===== src/rtl/adc_mic_reader.sv =====
// adc_mic_reader: serial-ADC front end for the microphone path.
// Generates chip select and serial clock for a framed ADC, starts one
// conversion per sample period, shifts in the data bits MSB first, flips
// the offset-binary result to two's complement, and hands each sample to
// the downstream consumer over a valid/ready handshake.
module adc_mic_reader #(
  parameter int ADC_CLOCK_DIV = 4,    // system clocks per adc_clk half period, >= 1
  parameter int FRAME_BITS    = 16,   // adc_clk rising edges per frame
  parameter int LEAD_BITS     = 4,    // leading zero bits dropped from each frame
  parameter int DATA_W        = 12,   // data bits kept after the lead bits
  parameter int SAMPLE_PERIOD = 1250  // system clocks between conversion starts
) (
  input  logic              clk,
  input  logic              reset,        // asynchronous, active low
  input  logic              enable,
  output logic              adc_clk,
  output logic              adc_cs,
  input  logic              adc_sd,
  output logic [DATA_W-1:0] sample,
  output logic              sample_valid,
  input  logic              sample_ready,
  output logic              overrun,
  output logic              busy
);

  localparam int PH_W  = $clog2(2 * ADC_CLOCK_DIV);
  localparam int BIT_W = (FRAME_BITS > 1) ? $clog2(FRAME_BITS) : 1;
  localparam int CNT_W = (SAMPLE_PERIOD > 1) ? $clog2(SAMPLE_PERIOD) : 1;

  localparam logic [PH_W-1:0]   PH_HALF  = PH_W'(ADC_CLOCK_DIV - 1);
  localparam logic [PH_W-1:0]   PH_FULL  = PH_W'(2 * ADC_CLOCK_DIV - 1);
  localparam logic [BIT_W-1:0]  BIT_LAST = BIT_W'(FRAME_BITS - 1);
  localparam logic [CNT_W-1:0]  CNT_LAST = CNT_W'(SAMPLE_PERIOD - 1);
  localparam logic [DATA_W-1:0] SIGN_BIT = DATA_W'(1) << (DATA_W - 1);

  typedef enum logic [1:0] {
    IDLE,
    CS_SETUP,
    SHIFT,
    QUIET
  } state_t;

  state_t            state, next_state;
  logic [CNT_W-1:0]  period_cnt;
  logic [PH_W-1:0]   ph, ph_d;        // cycle position within a phase or bit slot
  logic [BIT_W-1:0]  bit_cnt, bit_d;  // bit slot index within the frame
  logic              adc_clk_d;
  logic              adc_cs_d;
  logic              capture;         // this edge is an adc_clk rising edge
  logic              load;            // this edge ends the last slot of the frame
  logic              in_data;
  logic [DATA_W-1:0] raw;

  assign busy    = (state != IDLE);
  assign in_data = (int'(bit_cnt) >= LEAD_BITS) && (int'(bit_cnt) < LEAD_BITS + DATA_W);

  // Free-running period counter; it keeps counting while disabled so the
  // start grid stays fixed relative to reset release.
  always_ff @(posedge clk or negedge reset) begin
    if (!reset) begin
      period_cnt <= '0;
    end else if (period_cnt == CNT_LAST) begin
      period_cnt <= '0;
    end else begin
      period_cnt <= period_cnt + 1'b1;
    end
  end

  // FSM state register.
  // NOTE: sequential state uses non-blocking assignments so every register
  // samples the pre-edge values, independent of block ordering.
  always_ff @(posedge clk or negedge reset) begin
    if (!reset) begin
      state <= IDLE;
    end else begin
      state <= next_state;
    end
  end

  // Next-state and next-output logic for the conversion sequence.
  // NOTE: every variable gets a default before the case so no path leaves
  // one unassigned, which would otherwise infer a latch.
  always_comb begin
    next_state = state;
    ph_d       = ph + 1'b1;
    bit_d      = bit_cnt;
    adc_clk_d  = adc_clk;
    capture    = 1'b0;
    load       = 1'b0;
    case (state)
      IDLE: begin
        ph_d      = '0;
        adc_clk_d = 1'b1;
        // A wrap seen outside IDLE is simply missed, so starts never overlap.
        if (period_cnt == '0 && enable) begin
          next_state = CS_SETUP;
        end
      end
      CS_SETUP: begin
        if (ph == PH_HALF) begin
          next_state = SHIFT;
          ph_d       = '0;
          bit_d      = '0;
          adc_clk_d  = 1'b0;
        end
      end
      SHIFT: begin
        if (ph == PH_HALF) begin
          adc_clk_d = 1'b1;
          capture   = 1'b1;
        end else if (ph == PH_FULL) begin
          ph_d = '0;
          if (bit_cnt == BIT_LAST) begin
            next_state = QUIET;
            load       = 1'b1;
          end else begin
            bit_d     = bit_cnt + 1'b1;
            adc_clk_d = 1'b0;
          end
        end
      end
      QUIET: begin
        if (ph == PH_HALF) begin
          next_state = IDLE;
          ph_d       = '0;
        end
      end
      default: begin
        next_state = IDLE;
      end
    endcase
    // Chip select is low exactly while setting up or shifting.
    adc_cs_d = (next_state == IDLE) || (next_state == QUIET);
  end

  // Serial interface registers: adc_cs/adc_clk come straight from flops so
  // the pins never glitch; raw collects the data bits MSB first.
  always_ff @(posedge clk or negedge reset) begin
    if (!reset) begin
      ph      <= '0;
      bit_cnt <= '0;
      adc_clk <= 1'b1;
      adc_cs  <= 1'b1;
      raw     <= '0;
    end else begin
      ph      <= ph_d;
      bit_cnt <= bit_d;
      adc_clk <= adc_clk_d;
      adc_cs  <= adc_cs_d;
      if (capture && in_data) begin
        raw <= {raw[DATA_W-2:0], adc_sd};
      end
    end
  end

  // Output holding register and handshake; a new load beats a same-edge
  // consume and flags overrun when it displaces an unread sample.
  always_ff @(posedge clk or negedge reset) begin
    if (!reset) begin
      sample       <= '0;
      sample_valid <= 1'b0;
      overrun      <= 1'b0;
    end else if (load) begin
      sample       <= raw ^ SIGN_BIT;
      sample_valid <= 1'b1;
      overrun      <= sample_valid && !sample_ready;
    end else begin
      overrun <= 1'b0;
      if (sample_valid && sample_ready) begin
        sample_valid <= 1'b0;
      end
    end
  end

endmodule


===== config.mk =====
export PLATFORM = sky130hd
export DESIGN_NAME = adc_mic_reader
export DESIGN_NICKNAME = d
export VERILOG_FILES = /design/src/rtl/adc_mic_reader.sv
export SDC_FILE = /design/constraint.sdc
export NUM_CORES = 1
export LEC_CHECK = 0
export ABC_AREA = 1
export CAP_MARGIN = 20
export CORE_MARGIN = 1.5
export CORE_UTILIZATION = 62
export DETAILED_ROUTE_END_ITERATION = 10
export DONT_BUFFER_PORTS = 1
export HOLD_SLACK_MARGIN = 0.02
export PLACE_DENSITY = 0.78
export SLEW_MARGIN = 40
export SYNTH_ARGS = -nofsm -noshare
export SYNTH_HDL_FRONTEND = slang
export SYNTH_SLANG_ARGS = --single-unit
export TNS_END_PERCENT = 10

===== constraint.sdc =====
create_clock -name clk -period 2.01 [get_ports clk]
set_clock_uncertainty 0.15 [all_clocks]
set_input_delay 0.201 -clock clk [delete_from_list [all_inputs] [get_ports clk]]
set_output_delay 0.201 -clock clk [all_outputs]
set_load 0.1 [all_outputs]

# [Word level (Yosys, flattened, before mapping)]
# Index checks and enable logic that the tools add are counted.
[word_totals] register_bits=48 out_inout_bits=17 elab_cells=76
[op_classes] addsub=3 order_cmp=1 eq_ne=14 n_mux=31 bitwise=1 n_reduce_logical=16
[op_table] cell="two-way mux 4 bit" count=4
[op_table] cell="two-way mux 1 bit" count=13
[op_table] cell="two-way mux 2 bit" count=6
[op_table] cell="adder 11 x 1 -> 11 bit (second input constant)" count=1
[op_table] cell="equality test 11 bit (second input constant)" count=1
[op_table] cell="zero test 11 bit" count=1
[op_table] cell="two-way mux 11 bit" count=1
[op_table] cell="two-way mux 3 bit" count=3
[op_table] cell="case mux 3 bit (3 select lines)" count=1
[op_table] cell="!= test 2 bit (second input constant)" count=4
[op_table] cell="case mux 2 bit (4 select lines)" count=1
[op_table] cell="case mux 4 bit (2 select lines)" count=1
[op_table] cell="equality test 2 bit (second input constant)" count=3
[op_table] cell="!= test 3 bit (second input constant)" count=2
[op_table] cell="nonzero test 2 bit" count=3
[op_table] cell="AND reduction 5 bit" count=1
[op_table] cell="adder 4 x 1 -> 4 bit (second input constant)" count=1
[op_table] cell="equality test 4 bit (second input constant)" count=1
[op_table] cell="greater-or-equal comparator 4 x 3 -> 1 bit (second input constant)" count=1
[op_table] cell="logical AND 1 bit" count=4
[op_table] cell="zero test 2 bit" count=2
[op_table] cell="AND reduction 4 bit" count=1
[op_table] cell="adder 3 x 1 -> 3 bit (second input constant)" count=1
[op_table] cell="equality test 3 x 2 -> 1 bit (second input constant)" count=1
[op_table] cell="other kinds (8)" count=8

# [Logic depth before layout (Yosys ltp)]
# Gate-level depths: netlist (run 1).
[depth] word_depth=7 depth_mapped=9 mapped_depth_nobuf=8

# [Worst setup path after synthesis (run 1)]
# Ideal clock, no wire load.
[synth_path] path_kind="register -> register" startpoint="reg state[1]" endpoint="reg adc_cs" setup_time_ns=0.079 arrival_time_ns=1.550 required_ns=1.781 setup_slack_ns=0.231 stages_incl_launch_ff=7 n_path_buf=0 period_less_slack_ns=1.779 cell_sequence="dfrtp_1 inv_1 nand2_1 nor2_1 nand2_1 nand3_1 nand2_1"
[synth_between] elab_chain_cells=6
[synth_lines] element="start: declaration" line="43" rtl="state_t state, next_state;"
[synth_lines] element="start signal: assignment" line="76" rtl="state <= next_state;"
[synth_lines] element="two-way mux 2 bit" line="113" rtl="if (bit_cnt == BIT_LAST) begin"
[synth_lines] element="two-way mux 2 bit" line="111" rtl="end else if (ph == PH_FULL) begin"
[synth_lines] element="two-way mux 2 bit" line="108" rtl="if (ph == PH_HALF) begin"
[synth_lines] element="case mux 2 bit (4 select lines) *" line="90" rtl="case (state)"
[synth_lines] element="equality test 2 bit / zero test 2 bit (equally long branches)" line="133" rtl="adc_cs_d = (next_state == IDLE) || (next_state == QUIET);"
[synth_lines] element="logical OR 1 bit *" line="133"
[synth_lines] element="via adc_cs_d" line="48" rtl="logic adc_cs_d;"
[synth_lines] element="end signal: assignment" line="149" rtl="adc_cs <= adc_cs_d;"
[synth_lines] element="end: declaration" line="17" rtl="output logic adc_cs,"
# Mark *: on every way through the listed nets, which the timed path passes. The rest lies on a longest branch.
# A chain may end at the register's enable or synchronous reset.

# [Worst setup path in the final report (run 1)]
[layout_path] startpoint="reg ph[0]" endpoint="reg sample[4]"
[layout_between] elab_chain_cells=4
[layout_lines] element="start: declaration" line="45" rtl="logic [PH_W-1:0] ph, ph_d;"
[layout_lines] element="start signal: assignment" line="146" rtl="ph <= ph_d;"
[layout_lines] element="equality test 3 bit" line="111"
[layout_lines] element="two-way mux 1 bit" line="111"
[layout_lines] element="two-way mux 1 bit *" line="108"
[layout_lines] element="two-way mux 1 bit *" line="90"
[layout_lines] element="end signal: assignment" line="164" rtl="sample <= raw ^ SIGN_BIT;"
[layout_lines] element="end: declaration" line="19" rtl="output logic [DATA_W-1:0] sample,"
# Mark *: on every way between the ends. The rest lies on a longest branch, timed or not.

==> flow_summary_export.csv, run 1 <==
group,metric,value,unit
outcome,run_status,"finished, final reports clean",
global_routing,wire_length_of_the_first_global_routing_pass,6.76,mm
clocking,root_cell_of_the_clock_tree,"sky130_fd_sc_hd__clkbuf_8",
logic_synthesis,yosysWarnings,0,
power,power.leakage,0.00135,uW
layout,layout-drive-gt1-share,19.9,%
logic_synthesis,main_combinational_cell_family_by_area_after_synthesis,"simple AND/OR/NAND/NOR gates",
global_routing,grtUsageTotal,21.9,%
placed_design,detailed_place.area,0.00248,mm^2
layout,n_fill_cell,293,
die,rows,22,
logic_synthesis,synth_fp_nets,270,
sta,final.period_utilization,93.3,%
layout,antenna_cells,0,
logic_synthesis,synth_xor_area_share,2.63,%
sta,finalSetupTns,0,ns
logic_synthesis,ys_async_rst_share,100,%
critical_path,worstPathRequired,2.05,ns
die,start_util,64.3,%
placed_design,post-place-cells,319,
layout,area.sequential,0.00120,mm^2
logic_synthesis,synth_area,0.00233,mm^2
worst_hold_path,min-delay-path-class,"input pin to register",
routing,drtIter0Drc,100,
logic_synthesis,ys_top_cells_by_count,"sky130_fd_sc_hd__nand2_1, sky130_fd_sc_hd__dfrtp_1, sky130_fd_sc_hd__inv_1, sky130_fd_sc_hd__nor2_1, sky130_fd_sc_hd__o21ai_2",
logic_synthesis,synth.lib_cells_used.distinct,24,
routing,drt_first_pass_iters,4,
die,pin_count,22,
die,placeableCoreArea,0.00363,mm^2
routing,total_length_of_routed_wires,3.87,mm
logic_synthesis,synth_most_common_cell,"sky130_fd_sc_hd__nand2_1",
sta,hold_viol_final,0,
logic_synthesis,synthDominantAreaCellType,"sky130_fd_sc_hd__dfrtp_1",
clocking,tritoncts_buffers,5,
placed_design,dp_hpwl,2.77,mm
placed_design,placer_congestion_estimate,0.851,
logic_synthesis,proportion_of_synthesized_chip_area_in_sequential_cells,51.6,%
layout,design.final.nets,295,
global_routing,antenna_found_initial,0,
global_routing,pin_count_of_the_biggest_net_entering_global_routing,49,
routing,viasPerCell,4.98,
die,die_w,64.4,um
logic_synthesis,ys.flop_type,"sky130_fd_sc_hd__dfrtp_1",
critical_path,crit_path_end_kind,"register",
run,maxCapViolCount,0,
routing,route.antenna.remaining_nets,0,
layout,multiInputGateArea,962,um^2
critical_path,path_max_fanout,26,
clocking,cts_max_level,2,
die,die_h,64.4,um
placed_design,numPortBuffers,0,
clocking,tritoncts,"done",
routing,drc,0,
critical_path,worst_setup_path_start_kind,"register",
logic_synthesis,ys_ff_latch,48,
logic_synthesis,post_synth_main_area_contributors,"sky130_fd_sc_hd__dfrtp_1, sky130_fd_sc_hd__nand2_1, sky130_fd_sc_hd__o21ai_2",
logic_synthesis,synthesis.instances,257,
clocking,insertion_delay_of_the_later_clocked_pin_in_the_worst_skew_pair,0.30,ns
critical_path,worst_ep_arrival_time,1.91,ns
logic_synthesis,synth_fa_ha_area_share,4.29,%
global_routing,first_global_vias,1561,
clocking,cts_buffer_depth,2,
power,peakVddDrop,496,uV
clocking,post_cts.repair.setup_buffers,0,
layout,layout.core_utilization,72.1,%
sta,setup_viol,0,
logic_synthesis,yosys.area.top_type_share,49.3,%
sta,maxClockFrequency,533,MHz
logic_synthesis,syn-mean-instance-area,9.08,um^2
layout,fin_cells,330,
logic_synthesis,simple_logic_cell_fraction_of_the_synthesized_area,22.8,%
logic_synthesis,synth.mux.area_fraction,0,%
sta,worst_slew_pin_slew,0.485,ns
sta,min_period,1.88,ns
sta,slew_violations,0,
clocking,cts_num_sinks,48,
power,power_density,585,mW/mm^2
logic_synthesis,synth_enable_flop_cells,0,
clocking,path_clk_slew,0.08,ns
die,design.die.area,0.00414,mm^2
critical_path,crit_type,"register to register",
routing,vias,1643,
sta,timing.slew.headroom,67.7,%
routing,wire_per_inst,11.7,um
logic_synthesis,synthesized_area_fraction_occupied_by_ao_oa_aoi_and_oai_cells,11.5,%
layout,post-route-cell-area,0.00262,mm^2
sta,grt_setup_unrepaired,"false",
global_routing,gr-total-overflow,0,
power,post-layout-total-power,1530,uW
layout,area_growth,12.2,%
[critical path, cell delays in order, from the launching register on]
cell                      delay, ns
sky130_fd_sc_hd__dfrtp_1       0.39
sky130_fd_sc_hd__ha_1          0.23
sky130_fd_sc_hd__ha_1          0.21
sky130_fd_sc_hd__inv_2         0.10
sky130_fd_sc_hd__nand2_1       0.11
sky130_fd_sc_hd__nor2_4        0.13
sky130_fd_sc_hd__nand2_4       0.21
sky130_fd_sc_hd__nand2_1       0.16
sky130_fd_sc_hd__o21ai_2       0.06
[logic make-up (layout without fill, tap and decap cells)]
kind of cell / count (synthesis) / after routing
simple gates: 120 / 120
flops: 48 / 48
compound gates: 37 / 37
buf+inv: 37 / 62
fa+ha+maj: 8 / 8
xor+xnor: 7 / 7
[metrics by stage]
step,setup slack [ns],hold WS (ns)
2_1_floorplan,0.231,-0.245
3_3_place_gp,0.200,-0.244
3_5_place_dp,0.144,-0.244
4_1_cts,0.127,0.0438
5_1_grt,0.0174,0.0944
6_report,0.134,0.0531
[report_power, final]
part | total (uW) | switching (uW) | leakage [uW] | internal, uW
Combinational | 33.6 | 22.7 | 0.000692 | 10.9
Sequential | 968 | 1.14 | 0.000614 | 967
Clock | 532 | 296 | 0.0000410 | 237
Total | 1530 | 320 | 0.00135 | 1210
[registers in the layout, summed over array words and instances, names as in the netlist]
signal        count
ph                3
raw              12
state             2
sample           12
sample_valid      1
bit_cnt           4
adc_cs            1
overrun           1
period_cnt       11
adc_clk           1
[timing repair]
action | 4_1_cts | 5_1_grt
endpoints found under the hold margin | 51 | 0
hold buffers | 4 | 0
resized for setup | 0 | 0
[layer usage]
metal  wire length [um]  global-route usage, %  up-vias
li1                   -                      -      853
met1               1820                   27.2      760
met2               1820                   34.8       26
met3                154                   6.87        4
met4                 71                   10.4        0
met5                  0                      0        -
[area by class of cell]
type	count	share of cell area, %
sequential	48	45.9
multi-input combinational	172	36.7
timing repair buffer	22	7.35
inverter	33	4.73
clock buffer	6	2.77
tap	48	2.29
clock inverter	1	0.191
[final timing paths]
| check | startpoint | end | slack (ns) | cells past startpoint |
|---|---|---|---|---|
| setup / recovery | ph[0] | sample[4] | 0.13 | 8 |
| hold / removal | enable | state[0] | 0.05 | 6 |
| setup reg to reg | ph[0] | sample[4] | 0.13 | 8 |
| hold reg to reg | ph[0] | ph[0] | 0.29 | 1 |
| max in group asynchronous | reset | adc_cs | 1.20 | 2 |
| min in group asynchronous | reset | period_cnt[6] | 0.26 | 2 |
[cell usage in the layout (no fill, tap or decap), types with 3 or more instances in the layout]
cell	n
sky130_fd_sc_hd__clkbuf_8	5
sky130_fd_sc_hd__o21ai_0	8
sky130_fd_sc_hd__ha_1	8
sky130_fd_sc_hd__a21oi_1	5
sky130_fd_sc_hd__xnor2_1	4
sky130_fd_sc_hd__xor2_1	3
sky130_fd_sc_hd__nand2_1	66
sky130_fd_sc_hd__inv_1	31
sky130_fd_sc_hd__nand4_1	3
sky130_fd_sc_hd__nor2_1	31
sky130_fd_sc_hd__dlygate4sd3_1	3
sky130_fd_sc_hd__buf_4	18
sky130_fd_sc_hd__dfrtp_1	46
sky130_fd_sc_hd__nand3_1	11
sky130_fd_sc_hd__o21ai_2	21
(Power assumes the default switching activity.)
==> run 2: changes to the inputs <==
--- a/config.mk
+++ b/config.mk
@@ -8,11 +8,11 @@
 export ABC_AREA = 1
 export CAP_MARGIN = 20
 export CORE_MARGIN = 1.5
-export CORE_UTILIZATION = 62
+export CORE_UTILIZATION = 65
 export DETAILED_ROUTE_END_ITERATION = 10
 export DONT_BUFFER_PORTS = 1
 export HOLD_SLACK_MARGIN = 0.02
-export PLACE_DENSITY = 0.78
+export PLACE_DENSITY = 0.81
 export SLEW_MARGIN = 40
 export SYNTH_ARGS = -nofsm -noshare
 export SYNTH_HDL_FRONTEND = slang
==> constraint.sdc (replaced) <==
create_clock -name clk -period 2.27 [get_ports clk]
set_clock_uncertainty 0.15 [all_clocks]
set_input_delay 0.227 -clock clk [delete_from_list [all_inputs] [get_ports clk]]
set_output_delay 0.227 -clock clk [all_outputs]
set_load 0.1 [all_outputs]
==> flow_summary_export.csv, run 2 (synthesized netlist as in run 1, its figures left out) <==
group,metric,value,unit
power,cellInternalPower,1100,uW
sta,worst_slack,0.314,ns
sta,min_period,1.96,ns
power,power_frac_seq,60.5,%
layout,design.final.nets,294,
critical_path,cp_num_buf_inv,1,
critical_path,worst_path_dominant_cell_family,"simple AND/OR/NAND/NOR gates",
placed_design,pre_cts_ws,0.323,ns
critical_path,worstRegToRegCells,8,
sta,slew_violations,0,
die,design.die.area,0.00396,mm^2
sta,finalSetupTns,0,ns
routing,drc,0,
outcome,run_status,"finished, final reports clean",
layout,commonest_cells_after_routing_fill_and_taps_aside,"sky130_fd_sc_hd__nand2_1, sky130_fd_sc_hd__dfrtp_1, sky130_fd_sc_hd__inv_1, sky130_fd_sc_hd__nor2_1, sky130_fd_sc_hd__o21ai_2",
critical_path,crit-reg2reg-launch,"ph[0]",
critical_path,cp-startpoint,"ph[0]",
global_routing,antenna_found_initial,0,
global_routing,gr-total-overflow,0,
run,maxCapViolCount,0,
layout,area_growth,12.2,%
sta,grt_setup_unrepaired,"false",
sta,worst_slew_pin_slew,0.516,ns
critical_path,critical_path.cell_chain,"ha_1, ha_1, inv_2, nand2_1, nor2_4, nand2_4, nand2_1, o21ai_2",
sta,final.period_utilization,86.2,%
clocking,path_clk_slew,0.15,ns
global_routing,first_global_vias,1683,
clocking,cts_num_sinks,48,
critical_path,worstPathRequired,2.39,ns
power,power.switching,315,uW
clocking,root_cell_of_the_clock_tree,"sky130_fd_sc_hd__clkbuf_4",
power,power_density,541,mW/mm^2
critical_path,crit_type,"register to register",
placed_design,placer_congestion_estimate,0.867,
critical_path,crit_path_end_kind,"register",
routing,viasPerCell,5.16,
power,power.leakage,0.00135,uW
power,p_clk_share,37.3,%
critical_path,worst_setup_path_start_kind,"register",
clocking,tritoncts_buffers,5,
die,placeableCoreArea,0.00339,mm^2
power,peakVddDrop,450,uV
worst_hold_path,min-delay-path-class,"input pin to asynchronous set/reset pin",
routing,drt_first_pass_iters,4,
layout,layout-drive-gt1-share,19.9,%
layout,antenna_cells,0,
critical_path,critical_path.max_stage_delay,0.41,ns
routing,vias,1694,
die,die_w,62.9,um
clocking,tritoncts,"done",
critical_path,regToRegEndpoint,"sample[6]",
sta,timing.slew.headroom,65.6,%
sta,maxClockFrequency,511,MHz
critical_path,worst_path_max_delay_cell,"sky130_fd_sc_hd__dfrtp_1",
critical_path,worst_ep_arrival_time,2.08,ns
placed_design,dp_hpwl,2.72,mm
global_routing,wire_length_of_the_first_global_routing_pass,7.17,mm
clocking,cts.repair.resized,0,
routing,wire_per_inst,12.2,um
routing,total_length_of_routed_wires,4.01,mm
sta,setup_viol,0,
die,pin_count,22,
placed_design,detailed_place.area,0.00247,mm^2
layout,most_common_cell_after_layout_fill_and_taps_aside,"sky130_fd_sc_hd__nand2_1",
power,share_comb_of_total_power,2.2,%
clocking,cts_max_level,2,
die,die_h,62.9,um
global_routing,grtUsageTotal,23.5,%
routing,route.antenna.remaining_nets,0,
layout,top_regs,"raw x12, sample x12, period_cnt x11",
placed_design,numPortBuffers,0,
clocking,insertion_delay_of_the_later_clocked_pin_in_the_worst_skew_pair,0.39,ns
layout,post-route-cell-area,0.00262,mm^2
critical_path,critical_path.endpoint,"sample[6]",
critical_path,r2r_setup_slack,0.31,ns
die,rows,21,
critical_path,path_max_fanout,26,
die,start_util,68.9,%
power,net_switching_share_of_the_total_power,22.2,%
global_routing,pin_count_of_the_biggest_net_entering_global_routing,49,
sta,hold_viol_final,0,
routing,drtIter0Drc,93,
clocking,cts_buffer_depth,2,
critical_path,cp_num_cells,8,
## run 2: changes by cell type in the layout (fill, tap and decap cells not counted), moves of 2 or more
cell / delta
sky130_fd_sc_hd__buf_4: -2
sky130_fd_sc_hd__clkbuf_4: +5
sky130_fd_sc_hd__clkbuf_8: -5
sky130_fd_sc_hd__clkinv_4: +2
## run 2: metal layers
metal	track usage [%]	vias to the layer above	share of wire (%)
li1	-	866	-
met3	6.13	7	3.6
met5	0	-	0
met1	25.9	796	43
met2	42.7	25	51
met4	9.17	0	1.7
## run 2: worst min-delay path by stage
| stage | end |
|---|---|
| 3_5_place_dp | bit_cnt[0] |
| 5_1_grt | sample[11] |
| 4_1_cts | sample[3] |
| 6_report | sample[3] |
| 2_1_floorplan | bit_cnt[0] |
| 3_3_place_gp | bit_cnt[0] |
## run 2: cell type report
class / instances / area (um^2)
clock inverters: 3 / 47.5
clock buffers: 5 / 37.5
inverters: 33 / 124
well taps: 46 / 57.6
multi-input cells: 172 / 962
fillers: 249 / 769
repair buffers: 21 / 188
flip-flops and latches: 48 / 1200
## run 2: repair_timing
action,CTS,global route
buffers inserted,0,0
hold buffers,5,0
hold endpoints to repair,52,0
## run 2: metrics by stage
step                power (uW)  hold slack (ns)  std cells  util, %
floorplan                  877           -0.219        257        -
global placement           878           -0.217        315     72.8
detailed placement         878           -0.218        315     72.8
CTS                       1430            0.179        328     77.3
global route              1460            0.187        328     77.3
finish                    1420            0.175        328     77.3
## run 2: power groups by stage
| stage | logic, uW | registers [uW] | clock network, uW |
|---|---|---|---|
| final | 31.2 | 858 | 529 |
| after global routing | 36.5 | 859 | 569 |
| after CTS | 32.6 | 858 | 540 |
| after detailed placement | 3.64 | 874 | 0 |
| after global placement | 3.45 | 874 | 0 |
| after floorplan | 3.01 | 874 | 0 |
## run 2: worst register-to-register path, delay by kind of cell (launching register included)
kind	cells	cell delay (ns)
adder cells (fa/ha/maj)	2	0.49
buffers and inverters	1	0.13
AND/OR/NAND/NOR	4	0.62
flip-flops	1	0.41
AO/OA/AOI/OAI	1	0.06
